### src/rtl/decode_pkg.sv
// Shared RV32I decode types: instruction formats, base opcodes and the
// per-opcode control classification used by the decode stage.
package decode_pkg;

  typedef enum logic [2:0] {
    FMT_R, FMT_I, FMT_S, FMT_B, FMT_U, FMT_J, FMT_X
  } instr_fmt_t;

  localparam logic [6:0] OP_REG    = 7'b0110011;
  localparam logic [6:0] OP_IMM    = 7'b0010011;
  localparam logic [6:0] OP_LOAD   = 7'b0000011;
  localparam logic [6:0] OP_STORE  = 7'b0100011;
  localparam logic [6:0] OP_BRANCH = 7'b1100011;
  localparam logic [6:0] OP_LUI    = 7'b0110111;
  localparam logic [6:0] OP_AUIPC  = 7'b0010111;
  localparam logic [6:0] OP_JAL    = 7'b1101111;
  localparam logic [6:0] OP_JALR   = 7'b1100111;
  localparam logic [6:0] OP_SYSTEM = 7'b1110011;

  typedef struct packed {
    instr_fmt_t fmt;
    logic       rs1_en;
    logic       rs2_en;
    logic       rd_we;
    logic       illegal;
  } decoded_t;

  // Illegal encodings get every enable cleared so nothing downstream acts on them.
  function automatic decoded_t classify(input logic [6:0] op, input logic rd_nz);
    decoded_t d;
    d = '{fmt: FMT_X, rs1_en: 1'b0, rs2_en: 1'b0, rd_we: 1'b0, illegal: 1'b1};
    if (op[1:0] == 2'b11) begin
      case (op)
        OP_REG:                              d.fmt = FMT_R;
        OP_IMM, OP_LOAD, OP_JALR, OP_SYSTEM: d.fmt = FMT_I;
        OP_STORE:                            d.fmt = FMT_S;
        OP_BRANCH:                           d.fmt = FMT_B;
        OP_LUI, OP_AUIPC:                    d.fmt = FMT_U;
        OP_JAL:                              d.fmt = FMT_J;
        default:                             d.fmt = FMT_X;
      endcase
    end
    if (d.fmt != FMT_X) begin
      d.illegal = 1'b0;
      d.rs1_en  = d.fmt inside {FMT_R, FMT_I, FMT_S, FMT_B};
      d.rs2_en  = d.fmt inside {FMT_R, FMT_S, FMT_B};
      d.rd_we   = (d.fmt inside {FMT_R, FMT_I, FMT_U, FMT_J}) && rd_nz;
    end
    return d;
  endfunction

endpackage

### src/rtl/decode_stage_imm_gen.sv
// Combinational RV32I immediate generator: assembles the format-specific
// immediate and sign-extends it from bit 31 to XLEN.
module imm_gen
  import decode_pkg::*;
#(
  parameter int XLEN = 32
) (
  input  logic [31:0]     instr,
  input  instr_fmt_t      fmt,
  output logic [XLEN-1:0] imm
);

  logic [31:0] raw;

  always_comb begin
    raw = '0;
    case (fmt)
      FMT_I:   raw = {{20{instr[31]}}, instr[31:20]};
      FMT_S:   raw = {{20{instr[31]}}, instr[31:25], instr[11:7]};
      FMT_B:   raw = {{19{instr[31]}}, instr[31], instr[7], instr[30:25], instr[11:8], 1'b0};
      FMT_U:   raw = {instr[31:12], 12'b0};
      FMT_J:   raw = {{11{instr[31]}}, instr[31], instr[19:12], instr[20], instr[30:21], 1'b0};
      default: raw = '0;
    endcase
    imm = XLEN'($signed(raw));
  end

endmodule

### src/rtl/decode_stage.sv
// Registered RV32I decode stage: one output register with valid/ready flow
// control, flush, and a saturating count of illegal instructions drained.
module decode_stage
  import decode_pkg::*;
#(
  parameter int ADD_WIDTH  = 5,
  parameter int DATA_WIDTH = 32,
  parameter int XLEN       = 32,
  parameter int CNT_WIDTH  = 16
) (
  input  logic                  clk,
  input  logic                  rst,
  input  logic                  flush,
  input  logic                  in_valid,
  output logic                  in_ready,
  input  logic [DATA_WIDTH-1:0] instr_in,
  input  logic [XLEN-1:0]       pc_in,
  output logic                  out_valid,
  input  logic                  out_ready,
  output logic [XLEN-1:0]       pc_out,
  output logic [6:0]            opcode,
  output logic [2:0]            func3,
  output logic [6:0]            func7,
  output logic [ADD_WIDTH-1:0]  add_rs1,
  output logic [ADD_WIDTH-1:0]  add_rs2,
  output logic [ADD_WIDTH-1:0]  add_rd,
  output logic [XLEN-1:0]       imm,
  output instr_fmt_t            fmt,
  output logic                  rs1_en,
  output logic                  rs2_en,
  output logic                  rd_we,
  output logic                  illegal,
  output logic [CNT_WIDTH-1:0]  illegal_cnt
);

  decoded_t        dec;
  logic [XLEN-1:0] imm_next;
  logic            accept;

  assign dec      = classify(instr_in[6:0], instr_in[11:7] != 5'd0);
  assign in_ready = !flush && (!out_valid || out_ready);
  assign accept   = in_valid && in_ready;

  imm_gen #(.XLEN(XLEN)) u_imm_gen (
    .instr (instr_in[31:0]),
    .fmt   (dec.fmt),
    .imm   (imm_next)
  );

  always_ff @(posedge clk) begin
    if (rst) begin
      out_valid   <= 1'b0;
      pc_out      <= '0;
      opcode      <= '0;
      func3       <= '0;
      func7       <= '0;
      add_rs1     <= '0;
      add_rs2     <= '0;
      add_rd      <= '0;
      imm         <= '0;
      fmt         <= FMT_X;
      rs1_en      <= 1'b0;
      rs2_en      <= 1'b0;
      rd_we       <= 1'b0;
      illegal     <= 1'b0;
      illegal_cnt <= '0;
    end else begin
      // Count only illegal instructions actually handed downstream.
      if (out_valid && out_ready && illegal && !flush && illegal_cnt != '1)
        illegal_cnt <= illegal_cnt + CNT_WIDTH'(1);

      if (flush) begin
        out_valid <= 1'b0;
      end else if (accept) begin
        out_valid <= 1'b1;
        pc_out    <= pc_in;
        opcode    <= instr_in[6:0];
        func3     <= instr_in[14:12];
        func7     <= instr_in[31:25];
        add_rs1   <= ADD_WIDTH'(instr_in[19:15]);
        add_rs2   <= ADD_WIDTH'(instr_in[24:20]);
        add_rd    <= ADD_WIDTH'(instr_in[11:7]);
        imm       <= imm_next;
        fmt       <= dec.fmt;
        rs1_en    <= dec.rs1_en;
        rs2_en    <= dec.rs2_en;
        rd_we     <= dec.rd_we;
        illegal   <= dec.illegal;
      end else if (out_ready) begin
        out_valid <= 1'b0;
      end
    end
  end

endmodule

### config.mk
export PLATFORM = sky130hd
export DESIGN_NAME = decode_stage
export DESIGN_NICKNAME = d
export VERILOG_FILES = /design/src/rtl/decode_pkg.sv /design/src/rtl/decode_stage_imm_gen.sv /design/src/rtl/decode_stage.sv
export SDC_FILE = /design/constraint.sdc
export NUM_CORES = 1
export LEC_CHECK = 0
export ABC_AREA = 0
export CAP_MARGIN = 25
export CORE_ASPECT_RATIO = 0.7
export CORE_MARGIN = 1
export CORE_UTILIZATION = 45
export CTS_BUF_LIST = sky130_fd_sc_hd__clkbuf_8
export CTS_CLUSTER_DIAMETER = 80
export DETAILED_ROUTE_END_ITERATION = 7
export PLACE_DENSITY = 0.93
export SLEW_MARGIN = 10
export SYNTH_ARGS = -nofsm -noshare
export SYNTH_HDL_FRONTEND = slang
export SYNTH_SLANG_ARGS = --single-unit
### constraint.sdc
create_clock -name clk -period 2.6 [get_ports clk]
set_input_delay 0.52 -clock clk [delete_from_list [all_inputs] [get_ports clk]]
set_output_delay 0.52 -clock clk [all_outputs]
set_load 0.01 [all_outputs]
==> out/results.ini, run 1 <==
[clocking]
cts_tree = yes
clockBufferDepth = 2
cts-resized-gates = 0
h-tree-depth = 4
clk_latency_ns = 0.43
post_cts_buffers = 0
cts_num_sinks = 120
holdBufCountCts = 0
path_clk_slew_ns = 0.07
cts_made_buffers = 17
cts-root-buf = clkbuf_8

[power]
vdd_drop_max_v = 0.0004775
p_clk_share_pct = 41.7
pwr-share-seq_pct = 46.1
comb_power_share_pct = 12.2
powerDensity_nw_per_um2 = 558.9
swShare_pct = 24.36
p_total_mw = 4.163
switchingPower_mw = 1.014
p_int_mw = 3.149
cellLeakagePower_nw = 2.641

[critical_path]
r2r_slack_ns = 0.91
rr_endpoint = illegal_cnt[2]
crit_top_cell = clkdlybuf4s50_1
critPathKind = in -> out
cp-startpoint = out_ready
cp_data_required_time_ns = 2.08
rr_worst_depth = 5
crit_fanout = 3
crit_end = in_ready
critPathMaxStageDelay_ns = 0.55
arrival_ns = 1.72
cp-start-kind = primary input
worst_r2r_startpoint = illegal_cnt[14]
critPathCaptureType = output pin
crit_path_top_delay_cell = clkdlybuf4s50_1
worstPathCellList = clkdlybuf4s50_1 > nor2b_1 > nor2_1 > clkdlybuf4s50_1

[yosys]
synth_seq_area_share_pct = 48.20
ys_dominant_reg_cell = dfxtp_1
netlist_area_um2 = 4984
ys_warn_count = 0
syn_nets = 669
ys_types = 59
netlist_instances = 599
synthArstFlopShare_pct = 0
synth_seq_cells = 120
synth_edf_count = 0
syn_area_per_cell_um2 = 8.320

[hold_path]
hold_path_class = in -> reg

[floorplanning]
initial_core_util_pct = 47.24
die_area_um2 = 11510
ios = 190
die_h_um = 90.05
rows = 31
die_w_um = 127.8
core_um2 = 10550

[finish]
fillers = 792
layout.nets = 853
syn2layout_area_growth_pct = 49.46
drive_gt1_share_pct = 9.937
diodes = 0
postLayoutCoreUtil_pct = 70.60

[detailed_routing]
wl_um = 15940
ant_nets = 0
drc = 0
wire_per_inst_um = 16.91
drt-vias-per-instance = 5.480
vias = 5168
drtPass1Iterations = 5
first_iter_violations = 342

[global_route]
first_global_vias = 5041
grt_pass1_wl_um = 25690
grt_max_degree = 51
grt_usage_pct = 28.30
antenna_found_initial = 0
overflow = 0

[timing]
finalCriticalPeriod_ns = 2.237
period_share_pct = 86.05
fin_tns_setup_ns = 0
relSlewSlack_pct = 60.32
finalHoldViolCount = 0
worst_slew_pin_slew_ns = 0.5931
fin_worst_skew_ns = 0.01031
setup_viol = 0
final_max_slew_viol_count = 0
rsz0062_at_grt = no
timing.fmax_mhz = 446.9
worst_hold_slack_ns = 0.4494

[placed_design]
hpwl_um = 11570
portBuffers = 189
routabilityCongestion = 0.9572

[status]
outcome = finished clean

[run]
maxCapViolations = 0

[critical path, delay by kind of cell]
| kind | cells | cell delay, ns |
|---|---|---|
| buf+inv | 2 | 1.03 |
| simple gates | 2 | 0.17 |
[layout by cell type, fill, tap and decap left out, types with 3 or more instances in the layout]
| cell | instances |
|---|---|
| clkdlybuf4s50_1 | 188 |
| nand2_1 | 167 |
| dfxtp_1 | 120 |
| a21oi_1 | 84 |
| nor2_1 | 34 |
| a22oi_1 | 27 |
| clkbuf_8 | 20 |
| buf_4 | 17 |
| o21ai_0 | 9 |
| nand3_1 | 9 |
| xnor2_1 | 9 |
| o21ai_2 | 8 |
| nor3_1 | 7 |
| a32oi_1 | 7 |
| inv_1 | 6 |
| clkinv_2 | 5 |
| nand4_1 | 4 |
| a31oi_1 | 4 |
| nand2b_1 | 3 |
| xor2_1 | 3 |
| and3_1 | 3 |
| and4_1 | 3 |
| a211oi_1 | 3 |
| bufinv_16 | 3 |
| buf_12 | 3 |
[flip-flops by register name, summed over array words and instances (netlist names)]
register,flops
imm,32
pc_out,32
illegal_cnt,16
func7,7
opcode,7
add_rd,5
add_rs1,5
add_rs2,5
fmt,3
func3,3
illegal,1
out_valid,1
rd_we,1
rs1_en,1
rs2_en,1
[layout make-up]
class	instances	area [µm²]	share of cell area (%)
Clock buffer	20	275.3	3.696
Multi-Input combinational cell	432	2371	31.83
Sequential cell	120	2402	32.25
Timing Repair Buffer	208	2069	27.78
Clock inverter	11	130.1	1.747
Inverter	4	15.01	0.2016
Tap cell	148	185.2	2.486
[cells by family after synthesis]
| group | synth area share, % |
|---|---|
| buffers and inverters | 4.494 |
| adders and majority gates | 0.2510 |
| muxes | 0.4017 |
| AOI/OAI and AO/OA | 21.32 |
| and+or+nand+nor | 23.22 |
| xor gates and xnor gates | 2.109 |
| DFF | 48.20 |
[through the flow]
stage / instances / worst slack [ns] / area (µm²)
after detailed placement: 912 / 0.1801 / 7043
after global placement: 912 / 0.2555 / 7043
final: 943 / 0.3626 / 7448
after CTS: 943 / 0.3685 / 7448
after floorplan: 599 / 0.9533 / 4984
after global routing: 943 / 0.2818 / 7448
[per-layer routing]
layer,track usage (%),up-vias,part of all wire (%)
li1,-,2433,-
met1,35.50,2439,42
met2,45.88,259,46
met3,8.274,37,9.5
met4,10.49,0,2.4
met5,0,-,0
[worst min-delay path by stage]
stage	startpoint	to	slack, ns	depth (start not counted)
3_5_place_dp	pc_out[31]	pc_out[31]	0.45	2
2_1_floorplan	rs2_en	rs2_en	0.48	2
4_1_cts	rst	illegal_cnt[5]	0.43	2
5_1_grt	rst	illegal_cnt[5]	0.45	2
6_report	rst	illegal_cnt[0]	0.45	2
3_3_place_gp	imm[14]	imm[14]	0.44	2
[power by group through the flow]
stage	registers, mW	logic [mW]	clock network, mW
5_1_grt	1.92	0.547	1.84
2_1_floorplan	1.98	0.187	0
3_5_place_dp	1.96	0.504	0
4_1_cts	1.92	0.506	1.75
3_3_place_gp	1.96	0.495	0
6_report	1.92	0.509	1.74
[Yosys cell counts (2+ instances only)]
cell type / number / area share (%)
nand2_1: 167 / 13
dfxtp_1: 120 / 48
a21oi_1: 84 / 8.4
nor2_1: 34 / 2.6
a22oi_1: 27 / 4.1
clkbuf_1: 21 / 1.6
buf_2: 14 / 1.4
nand3_1: 10 / 1.0
o21ai_0: 9 / 0.90
xnor2_1: 9 / 1.6
o21ai_2: 8 / 1.4
a32oi_1: 7 / 1.2
nor3_1: 7 / 0.70
a31oi_1: 4 / 0.50
and3_1: 4 / 0.50
buf_4: 4 / 0.60
inv_1: 4 / 0.30
nand4_1: 4 / 0.50
a211oi_1: 3 / 0.45
and4_1: 3 / 0.53
nand2b_1: 3 / 0.38
xor2_1: 3 / 0.53
a221oi_1: 2 / 0.35
a2bb2oi_1: 2 / 0.35
and2_1: 2 / 0.25
and4b_1: 2 / 0.40
buf_1: 2 / 0.15
buf_6: 2 / 0.45
mux2i_1: 2 / 0.40
nand2_2: 2 / 0.25
nand2b_4: 2 / 0.55
nor2b_1: 2 / 0.25
o21bai_1: 2 / 0.30
or2_2: 2 / 0.25
or3_1: 2 / 0.25
Note: power is estimated with default switching activity, not from simulation.
==> run 2, diff against run 1 <==
- CTS_CLUSTER_DIAMETER: 80 -> default
==> results of run 2 <==
Same layout as run 1: the final DEF is identical, and so are final timing and power.
==> run 3, diff against run 2 <==
- clock period: 2.6 -> 2.8 ns (I/O delays scaled with it)
==> run 3 against run 2 <==
Total power shrank 13%; utilization decreased by 0.90 points; register-to-register slack gained 0.09 ns; count of clock-buffer cells in the layout decreased by 1; flip-flop and latch count did not move; clock skew fell by 0.0015 ns; routed wire length fell by 1.9%; critical path depth stayed put; non-clock buffer count is 3 lower; clock power fell by 21%; die area stayed put; largest power group unchanged.
==> out/results.ini, run 3 (same netlist as run 1, synthesis figures left out) <==
[placed_design]
hpwl_um = 11210  ; -3.1%
portBuffers = 189  ; unchanged
pre_cts_ws_ns = 0.2641  ; +0.08402 ns
placed_cells = 909  ; -0.33%
routabilityCongestion = 0.8253  ; -14%
post_dp_cell_area_um2 = 7008  ; -0.50%

[critical_path]
cp_top_family = buffers and inverters
crit_top_cell = clkdlybuf4s50_1
cp_data_required_time_ns = 2.24  ; +0.16 ns
arrival_ns = 1.76  ; +0.04 ns
cp-start-kind = primary input
critPathCaptureType = output pin
crit_path_top_delay_cell = clkdlybuf4s50_1
critPathMaxStageDelay_ns = 0.55  ; about the same
crit_fanout = 3  ; unchanged
crit_buf_inv = 2  ; unchanged
critPathKind = in -> out
worstPathCellList = clkdlybuf4s50_1 > nor2b_1 > nor2_1 > clkdlybuf4s50_1

[global_route]
grt_max_degree = 83  ; +63%
grt_pass1_wl_um = 24990  ; -2.7%
first_global_vias = 4926  ; -2.3%
antenna_found_initial = 0  ; unchanged
grt_usage_pct = 27.79  ; -0.51 points
overflow = 0  ; unchanged

[hold_path]
hold_path_class = reg -> reg

[timing]
worst_slew_pin_slew_ns = 0.6069  ; +0.01385 ns
fin_ws_ns = 0.4771  ; +0.1145 ns
fin_tns_setup_ns = 0  ; unchanged
rsz0062_at_grt = no
period_share_pct = 82.96
worst_hold_slack_ns = 0.4535  ; +0.004071 ns
setup_viol = 0  ; unchanged
final_max_slew_viol_count = 0  ; unchanged
fin_worst_skew_ns = 0.008844  ; -0.001465 ns
relSlewSlack_pct = 59.39  ; -0.93 points
finalCriticalPeriod_ns = 2.323
finalHoldViolCount = 0  ; unchanged
timing.fmax_mhz = 430.5

[detailed_routing]
drc = 0  ; unchanged
wire_per_inst_um = 16.65  ; -1.5%
ant_nets = 0  ; unchanged
drt-vias-per-instance = 5.412  ; -1.2%
vias = 5082  ; -1.7%
first_iter_violations = 356  ; +4.1%
wl_um = 15640  ; -1.9%
drtPass1Iterations = 6  ; +1

[finish]
multi_input_area_um2 = 2371  ; unchanged
drive_gt1_share_pct = 9.608  ; -0.33 points
top_regs = imm x32, pc_out x32, illegal_cnt x16
layout_commonest_cell = clkdlybuf4s50_1
finalInstanceArea_um2 = 7353  ; -1.3%
mostFrequentLayoutCells = clkdlybuf4s50_1 (188), nand2_1 (167), dfxtp_1 (120), a21oi_1 (84), nor2_1 (34)
diodes = 0  ; unchanged
layoutNonFillerInstCount = 939  ; -0.42%
syn2layout_area_growth_pct = 47.55
regArea_um2 = 2402  ; unchanged
fillers = 794  ; +0.25%
layout.nets = 850  ; -0.35%

[clocking]
h-tree-depth = 4  ; unchanged
clk_latency_ns = 0.44  ; about the same
clockBufferDepth = 2  ; unchanged
cts_tree = yes
post_cts_buffers = 0  ; unchanged
cts_made_buffers = 17  ; unchanged
path_clk_slew_ns = 0.06  ; about the same
cts-resized-gates = 0  ; unchanged
cts-root-buf = clkbuf_8
holdBufCountCts = 0  ; unchanged
cts_num_sinks = 120  ; unchanged

[power]
vdd_drop_max_v = 0.0003403  ; -29%
powerDensity_nw_per_um2 = 493.5  ; -12%
cellLeakagePower_nw = 2.590  ; -1.9%

[floorplanning]
core_um2 = 10550  ; unchanged
die_w_um = 127.8  ; unchanged
ios = 190  ; unchanged
die_h_um = 90.05  ; unchanged
initial_core_util_pct = 47.24  ; unchanged
die_area_um2 = 11510  ; unchanged
rows = 31  ; unchanged

[status]
outcome = finished clean

[run]
maxCapViolations = 0  ; unchanged

==> run 3: cell types whose count changed in the layout (fill, tap and decap cells not counted) <==
| cell | previous run | this run |
|---|---|---|
| buf_12 | 3 | 2 |
| inv_1 | 6 | 5 |
| clkbuf_8 | 20 | 19 |
| clkinvlp_4 | 1 | 2 |
| bufinv_16 | 3 | 1 |
| clkinv_2 | 5 | 7 |
| buf_4 | 17 | 15 |
==> run 3: through the flow <==
step	total power, mW	util [%]
after floorplan	2.012	-
final	3.629	69.70
after CTS	3.650	69.70
after detailed placement	2.281	66.43
after global routing	3.771	69.70
after global placement	2.272	66.43
==> run 3: final timing paths <==
check	from	endpoint	slack, ns	cells after the start
worst max-delay path	out_ready	in_ready	0.48	4
worst min-delay path	pc_out[20]	pc_out[20]	0.45	2
worst max register to register	illegal_cnt[13]	illegal_cnt[4]	1.00	5
worst min register to register	pc_out[20]	pc_out[20]	0.45	2
==> run 3: final cells by class <==
| cell class | instances | area share (%) |
|---|---|---|
| multi-input cells | 432 | 32.24 |
| clock buffers | 19 | 3.556 |
| clock inverters | 11 | 1.140 |
| inverters | 4 | 0.2042 |
| repair buffers | 205 | 27.67 |
| flip-flops and latches | 120 | 32.67 |
| well taps | 148 | 2.518 |
==> run 3: worst min-delay path, delay by kind of cell, from the launching register on <==
kind / cells / cell delay (ns)
compound gates: 1 / 0.05
flops: 1 / 0.31
simple gates: 1 / 0.05
==> run 3: where the power goes <==
group | switching (mW) | internal (mW) | total [mW]
clock | 0.661 | 0.721 | 1.38
sequential | 0.0261 | 1.76 | 1.78
combinational | 0.233 | 0.233 | 0.466
total | 0.920 | 2.71 | 3.63
==> run 3: routing by layer <==
layer | GRT usage, % | up-vias | routed length, µm
met5 | 0 | - | 0
li1 | - | 2430 | -
met1 | 34.60 | 2396 | 6733
met4 | 10.49 | 0 | 227
met3 | 8.571 | 22 | 1375
met2 | 44.93 | 234 | 7301
